## src/rtl/dump_window_ctrl.sv

```systemverilog
// dump_window_ctrl
//   Frame-synchronous capture-window controller for the game test harness.
//   It keeps the canonical frame counter. It opens one independent capture
//   window per channel: immediately, at a programmed frame number, or at the
//   end of a ROM download. It closes the window after a programmed number of
//   frames, where a length of 0 means the window stays open until stop.
//
// Ports
//   clk         system clock (single clock domain)
//   rst         synchronous, active-high reset
//   vs          vertical sync; its falling edge is the frame boundary
//   dwnld       ROM download busy; its falling edge is download end
//   arm         one-cycle pulse; re-arms IDLE or DONE channels
//   stop        one-cycle pulse; forces ARMED/ACTIVE channels to DONE
//   cfg_mode    per channel, 2 bits: 00 off, 01 immediate, 10 frame, 11 download-end
//   cfg_start   per channel, FW bits: trigger frame for mode 10
//   cfg_len     per channel, LW bits: window length in frames (0 = unlimited)
//   frame_cnt   frame counter
//   dump_on     per channel: high while ACTIVE
//   dump_start  per channel: one-cycle strobe on entry to ACTIVE
//   dump_done   per channel: high while DONE

module dump_window_ctrl #(
    parameter int CHANNELS = 2,
    parameter int FW       = 32,
    parameter int LW       = 16,
    parameter int DL_GUARD = 20000,
    parameter int AUTOARM  = 1
) (
    input  logic                   clk,
    input  logic                   rst,
    input  logic                   vs,
    input  logic                   dwnld,
    input  logic                   arm,
    input  logic                   stop,
    input  logic [2*CHANNELS-1:0]  cfg_mode,
    input  logic [FW*CHANNELS-1:0] cfg_start,
    input  logic [LW*CHANNELS-1:0] cfg_len,
    output logic [FW-1:0]          frame_cnt,
    output logic [CHANNELS-1:0]    dump_on,
    output logic [CHANNELS-1:0]    dump_start,
    output logic [CHANNELS-1:0]    dump_done
);

    localparam int GW = (DL_GUARD < 1) ? 1 : $clog2(DL_GUARD + 1);

    typedef enum logic [1:0] {
        ST_IDLE   = 2'b00,
        ST_ARMED  = 2'b01,
        ST_ACTIVE = 2'b10,
        ST_DONE   = 2'b11
    } state_t;

    // Shared control state
    logic          vs_l_q, vs_l_d;
    logic          dl_l_q, dl_l_d;
    logic [FW-1:0] frame_cnt_q, frame_cnt_d;
    logic [GW-1:0] guard_q, guard_d;
    logic          init_q;            // set only in the first cycle after reset

    // Per-channel state
    state_t        state_q [CHANNELS];
    state_t        state_d [CHANNELS];
    logic [1:0]    mode_q  [CHANNELS];
    logic [1:0]    mode_d  [CHANNELS];
    logic [FW-1:0] start_q [CHANNELS];
    logic [FW-1:0] start_d [CHANNELS];
    logic [LW-1:0] len_q   [CHANNELS];
    logic [LW-1:0] len_d   [CHANNELS];
    logic [LW-1:0] lcnt_q  [CHANNELS];
    logic [LW-1:0] lcnt_d  [CHANNELS];

    logic [CHANNELS-1:0] trig;
    logic [CHANNELS-1:0] dump_on_q, dump_on_d;
    logic [CHANNELS-1:0] dump_start_q, dump_start_d;
    logic [CHANNELS-1:0] dump_done_q, dump_done_d;

    logic fedge;
    logic dledge_q;                   // download-end edge, qualified by the guard
    logic guard_full;
    logic autoarm_now;

    always_comb begin
        fedge       = vs_l_q & ~vs;
        guard_full  = (guard_q == GW'(DL_GUARD));
        dledge_q    = dl_l_q & ~dwnld & guard_full;
        autoarm_now = (AUTOARM != 0) && init_q;

        vs_l_d      = vs;
        dl_l_d      = dwnld;
        frame_cnt_d = fedge ? (frame_cnt_q + FW'(1)) : frame_cnt_q;
        guard_d     = guard_full ? guard_q : (guard_q + GW'(1));
    end

    // Trigger condition of each armed channel; frame match uses the
    // pre-increment frame count.
    always_comb begin
        trig = '0;
        for (int i = 0; i < CHANNELS; i++) begin
            case (mode_q[i])
                2'b01:   trig[i] = 1'b1;
                2'b10:   trig[i] = fedge && (frame_cnt_q == start_q[i]);
                2'b11:   trig[i] = dledge_q;
                default: trig[i] = 1'b0;
            endcase
        end
    end

    always_comb begin
        dump_on_d    = '0;
        dump_start_d = '0;
        dump_done_d  = '0;
        for (int i = 0; i < CHANNELS; i++) begin
            state_d[i] = state_q[i];
            mode_d[i]  = mode_q[i];
            start_d[i] = start_q[i];
            len_d[i]   = len_q[i];
            lcnt_d[i]  = lcnt_q[i];

            // stop always outranks arm, triggers and the length expiry
            case (state_q[i])
                ST_IDLE: begin
                    if (!stop && (arm || autoarm_now) && (cfg_mode[2*i +: 2] != 2'b00)) begin
                        state_d[i] = ST_ARMED;
                        mode_d[i]  = cfg_mode[2*i +: 2];
                        start_d[i] = cfg_start[FW*i +: FW];
                        len_d[i]   = cfg_len[LW*i +: LW];
                    end
                end
                ST_ARMED: begin
                    if (stop) begin
                        state_d[i] = ST_DONE;
                    end else if (trig[i]) begin
                        state_d[i] = ST_ACTIVE;
                        lcnt_d[i]  = '0;
                    end
                end
                ST_ACTIVE: begin
                    if (stop) begin
                        state_d[i] = ST_DONE;
                    end else if (fedge) begin
                        if ((len_q[i] != '0) && ((lcnt_q[i] + LW'(1)) == len_q[i])) begin
                            state_d[i] = ST_DONE;
                        end else begin
                            lcnt_d[i] = lcnt_q[i] + LW'(1);
                        end
                    end
                end
                ST_DONE: begin
                    if (!stop && arm) begin
                        if (cfg_mode[2*i +: 2] != 2'b00) begin
                            state_d[i] = ST_ARMED;
                            mode_d[i]  = cfg_mode[2*i +: 2];
                            start_d[i] = cfg_start[FW*i +: FW];
                            len_d[i]   = cfg_len[LW*i +: LW];
                        end else begin
                            state_d[i] = ST_IDLE;
                        end
                    end
                end
                default: state_d[i] = ST_IDLE;
            endcase

            // Outputs are registered from the next state so they change in the
            // cycle right after the event is sampled.
            dump_on_d[i]    = (state_d[i] == ST_ACTIVE);
            dump_start_d[i] = (state_d[i] == ST_ACTIVE) && (state_q[i] != ST_ACTIVE);
            dump_done_d[i]  = (state_d[i] == ST_DONE);
        end
    end

    always_ff @(posedge clk) begin
        if (rst) begin
            vs_l_q       <= 1'b1;
            dl_l_q       <= 1'b0;
            frame_cnt_q  <= '0;
            guard_q      <= '0;
            init_q       <= 1'b1;
            dump_on_q    <= '0;
            dump_start_q <= '0;
            dump_done_q  <= '0;
            for (int i = 0; i < CHANNELS; i++) begin
                state_q[i] <= ST_IDLE;
                mode_q[i]  <= 2'b00;
            end
        end else begin
            vs_l_q       <= vs_l_d;
            dl_l_q       <= dl_l_d;
            frame_cnt_q  <= frame_cnt_d;
            guard_q      <= guard_d;
            init_q       <= 1'b0;
            dump_on_q    <= dump_on_d;
            dump_start_q <= dump_start_d;
            dump_done_q  <= dump_done_d;
            for (int i = 0; i < CHANNELS; i++) begin
                state_q[i] <= state_d[i];
                mode_q[i]  <= mode_d[i];
            end
        end
    end

    // Latched window parameters and the length counter carry no reset; they
    // are only consulted after being loaded on entry to ARMED/ACTIVE.
    always_ff @(posedge clk) begin
        for (int i = 0; i < CHANNELS; i++) begin
            start_q[i] <= start_d[i];
            len_q[i]   <= len_d[i];
            lcnt_q[i]  <= lcnt_d[i];
        end
    end

    assign frame_cnt  = frame_cnt_q;
    assign dump_on    = dump_on_q;
    assign dump_start = dump_start_q;
    assign dump_done  = dump_done_q;

endmodule

```

## config.mk

```make
export PLATFORM = sky130hd
export DESIGN_NAME = dump_window_ctrl
export DESIGN_NICKNAME = d
export VERILOG_FILES = /design/src/rtl/dump_window_ctrl.sv
export SDC_FILE = /design/constraint.sdc
export NUM_CORES = 1
export LEC_CHECK = 0
export BUFFER_PORTS_ARGS = -buffer_cell sky130_fd_sc_hd__buf_2
export CORE_UTILIZATION = 44
export CTS_BUF_LIST = sky130_fd_sc_hd__clkbuf_16
export DETAILED_ROUTE_END_ITERATION = 6
export PLACE_DENSITY_LB_ADDON = 0.25
export SETUP_SLACK_MARGIN = 0.4
export SLEW_MARGIN = 20
export SYNTH_ARGS = -nofsm -noshare
export SYNTH_HDL_FRONTEND = slang
export SYNTH_SLANG_ARGS = --single-unit
export TNS_END_PERCENT = 30
```

## constraint.sdc

```tcl
create_clock -name clk -period 5.1 [get_ports clk]
set_clock_uncertainty 0.15 [all_clocks]
set_input_delay 1.02 -clock clk [delete_from_list [all_inputs] [get_ports clk]]
set_output_delay 1.02 -clock clk [all_outputs]
set_load 0.1 [all_outputs]
```

==> results of run 1 <==
==> registers in the layout (all words and copies together) (netlist names), 2 cells and up <==
register    cells
lcnt_q         32
guard_q        15
dump_start      2
start_q        64
dump_done       2
frame_cnt      32
dump_on         2
state_q         4
mode_q          4
len_q          32
==> layout make-up <==
class                           count  share of cell area
Timing Repair Buffer              147              0.0702
Clock inverter                     15              0.0145
Tap cell                          270              0.0313
Inverter                           21             0.00741
Clock buffer                       17              0.0394
Sequential cell                   192               0.474
Multi-Input combinational cell    575               0.363
==> cell usage in the layout, fill, tap and decap left out, types with 25 or more instances in the layout <==
cell type,n
buf_2,143
edfxtp_1,128
nor2_1,102
xnor2_1,90
dfxtp_1,64
xor2_1,57
nand2_1,49
nand3_1,33
nand4_1,28
a21oi_1,25
==> worst max-delay path, delay by kind of cell, from the launching register on <==
family	cells	cell delay (ns)
AND/OR/NAND/NOR	4	0.72
AO/OA/AOI/OAI	2	0.68
flip-flops	1	0.46
multiplexers	1	0.37
adder cells (fa/ha/maj)	1	0.27
buffers and inverters	1	0.21
==> kinds of logic (layout without fill, tap and decap cells) <==
| kind of cell | Yosys count | count (layout) | share of synthesized area |
|---|---|---|---|
| fa+ha+maj | 5 | 5 | 0.00676 |
| mux | 1 | 1 | 0.00122 |
| compound gates | 87 | 87 | 0.0618 |
| buf+inv | 52 | 200 | 0.0230 |
| flops | 192 | 192 | 0.554 |
| xor+xnor | 153 | 153 | 0.154 |
| simple gates | 329 | 329 | 0.199 |
==> metal layers <==
metal / global-route usage / part of all wire / vias up
li1: - / - / 3226
met1: 0.282 / 0.47 / 3061
met2: 0.316 / 0.46 / 180
met3: 0.0534 / 0.050 / 26
met4: 0.0619 / 0.019 / 0
met5: 0 / 0 / -
==> power groups by stage <==
| stage | registers, W | clock network, W | logic (W) |
|---|---|---|---|
| after global routing | 0.00183 | 0.00141 | 0.000340 |
| final | 0.00182 | 0.00131 | 0.000307 |
| after floorplan | 0.00186 | 0 | 0.000188 |
| after CTS | 0.00182 | 0.00134 | 0.000308 |
| after detailed placement | 0.00185 | 0 | 0.000305 |
| after global placement | 0.00185 | 0 | 0.000303 |
==> per-stage QoR <==
| stage | area, µm² | std cells | worst slack [ns] | power (W) |
|---|---|---|---|---|
| CTS | 10800 | 1236 | 1.98 | 0.00347 |
| global route | 10800 | 1237 | 1.75 | 0.00357 |
| finish | 10800 | 1237 | 1.98 | 0.00344 |
| global placement | 10200 | 1204 | 1.85 | 0.00215 |
| detailed placement | 10200 | 1204 | 1.71 | 0.00216 |
| floorplan | 9250 | 819 | 0.919 | 0.00205 |
==> worst max path at each step <==
stage / start / to / slack (ns)
2_1_floorplan: stop / len_q[0][0] / 0.92
3_3_place_gp: vs / lcnt_q[0][20] / 1.85
3_5_place_dp: vs / lcnt_q[0][15] / 1.71
4_1_cts: lcnt_q[0][0] / lcnt_q[0][13] / 1.98
5_1_grt: lcnt_q[0][0] / lcnt_q[0][13] / 1.75
6_report: lcnt_q[0][0] / lcnt_q[0][13] / 1.98
==> reports/results.tsv, run 1 <==
metric	value	unit
status	finished clean	
sequential fraction of the synthesis area	0.554	
Synthesized Nets	930	
CTS tree	yes	
Tmin final	3.12	ns
Post-DP HPWL	15400	µm
R2R setup slack	1.98	ns
htree depth	4	
Worst R2R Start	lcnt_q[0][0]	
Crit path top cell by count	nor2_1	
Final Hold Fails	0	
I/O pin count	144	
Post-synth EDFFs	128	
worst slew pin tran	0.925	ns
die width	147	µm
Layout fillers	1840	
Worst EP arrival	3.14	ns
Tcrit/Tclk final	0.611	
ys flop type	edfxtp_1	
#FFs+latches synth	192	
RSZ-0062 raised after global routing	no	
DIE HEIGHT	147	µm
CTS clk-pin slew, worst paths	0.07	ns
DRC	0	
Worst setup SP type	register	
cts bufs inserted	17	
Sequential Area	5120	µm²
global-route wire length before repair	33700	µm
First-pass DRT Iterations	5	
Pleak	3.91	nW
core area	20400	µm²
Hold Worst Slack	0.327	ns
largest cells by area after synthesis	edfxtp_1, dfxtp_1, xnor2_1	
Routed Wire Length	21300	µm
initial core utilization	0.453	
GRT Overall Usage	0.204	
CTS Hold Buffers Added	0	
worst reg2reg endpoint	lcnt_q[0][13]	
area fraction of the dominant cell type after synthesis	0.416	
Reg power frac	0.528	
antenna violations before repair	0	
root buffer cell	clkbuf_16	
P_int	0.00257	W
peak per-stage delay on the critical path	0.46	ns
Routed Antenna Nets	0	
max_slew headroom	0.383	
# resized after CTS	0	
Final TNS setup	0	ns
HP Class	reg2reg	
CTS Sinks	192	
ys async rst share	0	
critical path endpoint category	register	
hold wc startpoint	state_q[0][0]	
Comb power frac	0.089	
Post-CTS Setup Bufs	0	
Synth Cell Area	9250	µm²
sw frac	0.253	
maximum number of pins on one net before global-route repair	59	
top cells by count, synth	edfxtp_1, nor2_1, xnor2_1	
clock buffer depth	2	
clock power share	0.382	
Antenna Cells	0	
GRT overflow	0	
IO buf count	143	
# nets final	1065	
number of global-route vias before repair	6229	
Max Slew Vio Count	0	
Synth Instances	819	
Synth area leader	edfxtp_1	
R2R cell count	9	
critical path type	reg2reg	
# setup viols final	0	
CP required	5.12	ns
Clk Latency, worst-skew pair	0.43	ns
WHS Path Cells	2	
max_cap viols	0	
crit-path max FO	16	
Vias/cell	5.25	
yosys warns	0	
site row count	52	
Slowest-stage cell, CP	edfxtp_1	
hold path endpoint	dump_start[0]	
layout cells sized above 1	0.209	
Post-Route Utilization	0.529	
multi-input logic area	3920	µm²
fmax	321	MHz
most frequent cell after synthesis	edfxtp_1	
crit-path cells	ha_1 -> nand4_2 -> o21ai_0 -> mux2_2 -> a2111oi_1 -> nand4_1 -> nor2_1 -> nor2_1 -> buf_4	
switching power	0.000869	W
Synth cell types	69	
PwrDens	318	nW/µm²
initial drt markers	443	
via count	6493	
Syn Area/Cell	11.3	µm²
area delta synth->final	16.8	%
routed len/inst	17.2	µm
GPL Wtd Cong	0.855	
die footprint	21600	µm²
VDD IR max	0.255	mV
No activity file was read; power rests on OpenSTA's default activity.
==> run 2: changes to the inputs <==
ABC_AREA = 1   (was default)
clock period = 2.7 ns   (was 5.1 ns; I/O delays follow)
==> run 2 against run 1 <==
Cell count up 23%. Critical endpoint is now lcnt_q[0][9]. Register-to-register slack worse by 1.7 ns. Die area is 1.5% higher. Highest routed layer unchanged.
==> reports/results.tsv, run 2 <==
metric	value	unit
CTS tree	yes	
core area	21000	µm²
via count	7485	
Tmin final	2.44	ns
die footprint	21900	µm²
R2R setup slack	0.26	ns
Layout fillers	1905	
Post-synth EDFFs	128	
initial drt markers	441	
clock buffer depth	2	
Synth cell types	41	
worst reg2reg endpoint	lcnt_q[0][9]	
yosys warns	0	
Routed Wire Length	22300	µm
most frequent cell after synthesis	nand2_1	
CP required	2.70	ns
Sequential Area	5210	µm²
I/O pin count	144	
most common cell after layout, fill and taps aside	nand2_1	
area delta synth->final	22.5	%
top cells by count, synth	nand2_1, nor2_1, inv_1	
ys flop type	edfxtp_1	
status	finished clean	
Post-DP HPWL	16600	µm
CP startpoint	lcnt_q[0][1]	
GRT overflow	0	
fmax	410	MHz
DIE HEIGHT	148	µm
Hold Worst Slack	0.113	ns
maximum number of pins on one net before global-route repair	39	
Tcrit/Tclk final	0.904	
sequential fraction of the synthesis area	0.546	
Synth Cell Area	9390	µm²
global-route wire length before repair	35700	µm
crit-path max FO	7	
most frequent cells in the layout	nand2_1, buf_2, edfxtp_1	
R2R cell count	14	
Synthesized Nets	1168	
Worst EP arrival	2.44	ns
area fraction of the dominant cell type after synthesis	0.409	
die width	148	µm
HP Class	in2reg	
DRC	0	
CP endpoint	lcnt_q[0][9]	
Max Slew Vio Count	0	
Pleak	4.71	nW
Final TNS setup	0	ns
WL met3	1050	µm
Top reg by flops	start_q	
critical path type	reg2reg	
Worst R2R Start	lcnt_q[0][1]	
Synth area leader	edfxtp_1	
layout cells sized above 1	0.261	
CTS clk-pin slew, worst paths	0.08	ns
initial core utilization	0.448	
Final Hold Fails	0	
IO buf count	143	
# nets final	1341	
largest cells by area after synthesis	edfxtp_1, dfxtp_1, nand2_1	
Metal-1 WL	9680	µm
GRT Overall Usage	0.212	
Vias/cell	4.93	
root buffer cell	clkbuf_16	
ys async rst share	0	
Max Used Layer	met4	
Routed Antenna Nets	0	
routed len/inst	14.7	µm
site row count	53	
max_cap viols	0	
Worst setup SP type	register	
WL met2	11100	µm
max_slew headroom	0.501	
PwrDens	640	nW/µm²
cts bufs inserted	17	
Synth Instances	1057	
htree depth	4	
multi-input logic area	3850	µm²
VDD IR max	0.394	mV
max FFs per register	64	
RSZ-0062 raised after global routing	yes	
number of global-route vias before repair	7261	
worst slew pin tran	0.747	ns
Syn Area/Cell	8.89	µm²
#FFs+latches synth	192	
# setup viols final	0	
antenna violations before repair	1	
First-pass DRT Iterations	5	
critical path endpoint category	register	
Clk Latency, worst-skew pair	0.45	ns
CTS Sinks	192	
GPL Wtd Cong	0.880	
[run 2: cell count changes after synthesis, sizes merged, moves of 11 or more]
cell / previous run / this run
nand3: 35 / 76
nor2: 102 / 148
inv: 21 / 134
xor2: 57 / 35
or3: 11 / 0
nand2: 49 / 241
nor4: 25 / 6
a21oi: 25 / 46
nor3: 18 / 35
xnor2: 90 / 38
[run 2: metal layers]
metal	GRT usage	up-vias
li1	-	3810
met1	0.256	3455
met2	0.369	185
met3	0.0472	35
met4	0.0804	0
met5	0	-
[run 2: critical path, stage by stage, from the launching register on]
cell and delay, ns:
edfxtp_1 0.44, buf_4 0.18, nand2_2 0.09, nor2_4 0.05, nand2_2 0.10, nor2_1 0.07, or2_2 0.28, nand2_1 0.08
nand2_1 0.05, nand2_1 0.05, nor2_1 0.06, nand3_2 0.09, nand2_2 0.06, a21oi_4 0.22, buf_6 0.17
[run 2: per-stage QoR]
| step | setup WS (ns) | std cells | cell area, µm² | utilization | total power, W |
|---|---|---|---|---|---|
| detailed placement | 0.0400 | 1473 | 10700 | 0.509 | 0.00491 |
| global route | 0.125 | 1519 | 11500 | 0.549 | 0.00770 |
| floorplan | 0.331 | 1057 | 9540 | - | 0.00450 |
| finish | 0.260 | 1519 | 11500 | 0.549 | 0.00737 |
| CTS | 0.278 | 1517 | 11400 | 0.545 | 0.00741 |
| global placement | 0.0618 | 1473 | 10700 | 0.509 | 0.00489 |
[run 2: how the worst min path moves through the flow]
stage | endpoint | slack (ns) | startpoint | cells after the start
2_1_floorplan | mode_q[0][3] | 0.30 | mode_q[0][3] | 2
3_3_place_gp | mode_q[0][0] | 0.32 | mode_q[0][0] | 2
3_5_place_dp | mode_q[0][3] | 0.32 | mode_q[0][3] | 2
4_1_cts | start_q[0][46] | 0.10 | cfg_start[46] | 1
5_1_grt | start_q[0][11] | 0.09 | cfg_start[11] | 1
6_report | start_q[0][43] | 0.11 | cfg_start[43] | 1
[run 2: power by group]
group	switching (W)	internal [W]	total, W
sequential	0.000181	0.00353	0.00371
clock	0.00115	0.00130	0.00246
combinational	0.000761	0.000437	0.00120
total	0.00210	0.00527	0.00737
[run 2: logic make-up (layout without fill, tap and decap cells)]
family                     count (synthesis)  in the layout  synth area share
adders and majority gates                  5              5           0.00666
xor gates and xnor gates                  75             75            0.0730
other                                      0              1                 0
DFF                                      192            192             0.546
and+or+nand+nor                          541            541             0.259
buffers and inverters                    154            340            0.0633
AOI/OAI and AO/OA                         90             90            0.0527
[run 2: cell type report]
| class | instances | share of cell area |
|---|---|---|
| clock buffer | 19 | 0.0413 |
| inverter | 135 | 0.0447 |
| multi-input combinational | 711 | 0.335 |
| tap | 275 | 0.0299 |
| antenna | 1 | 0.000217 |
| sequential | 192 | 0.453 |
| timing repair buffer | 173 | 0.0875 |
| clock inverter | 13 | 0.00892 |
[run 2: what timing repair did]
| item | 4_1_cts | 5_1_grt |
|---|---|---|
| setup endpoints to repair | 35 | 50 |
| resized for setup | 18 | 23 |
| cloned | 2 | 0 |
| pin swaps | 14 | 13 |
| hold buffers | 0 | 0 |
| buffers inserted | 10 | 1 |
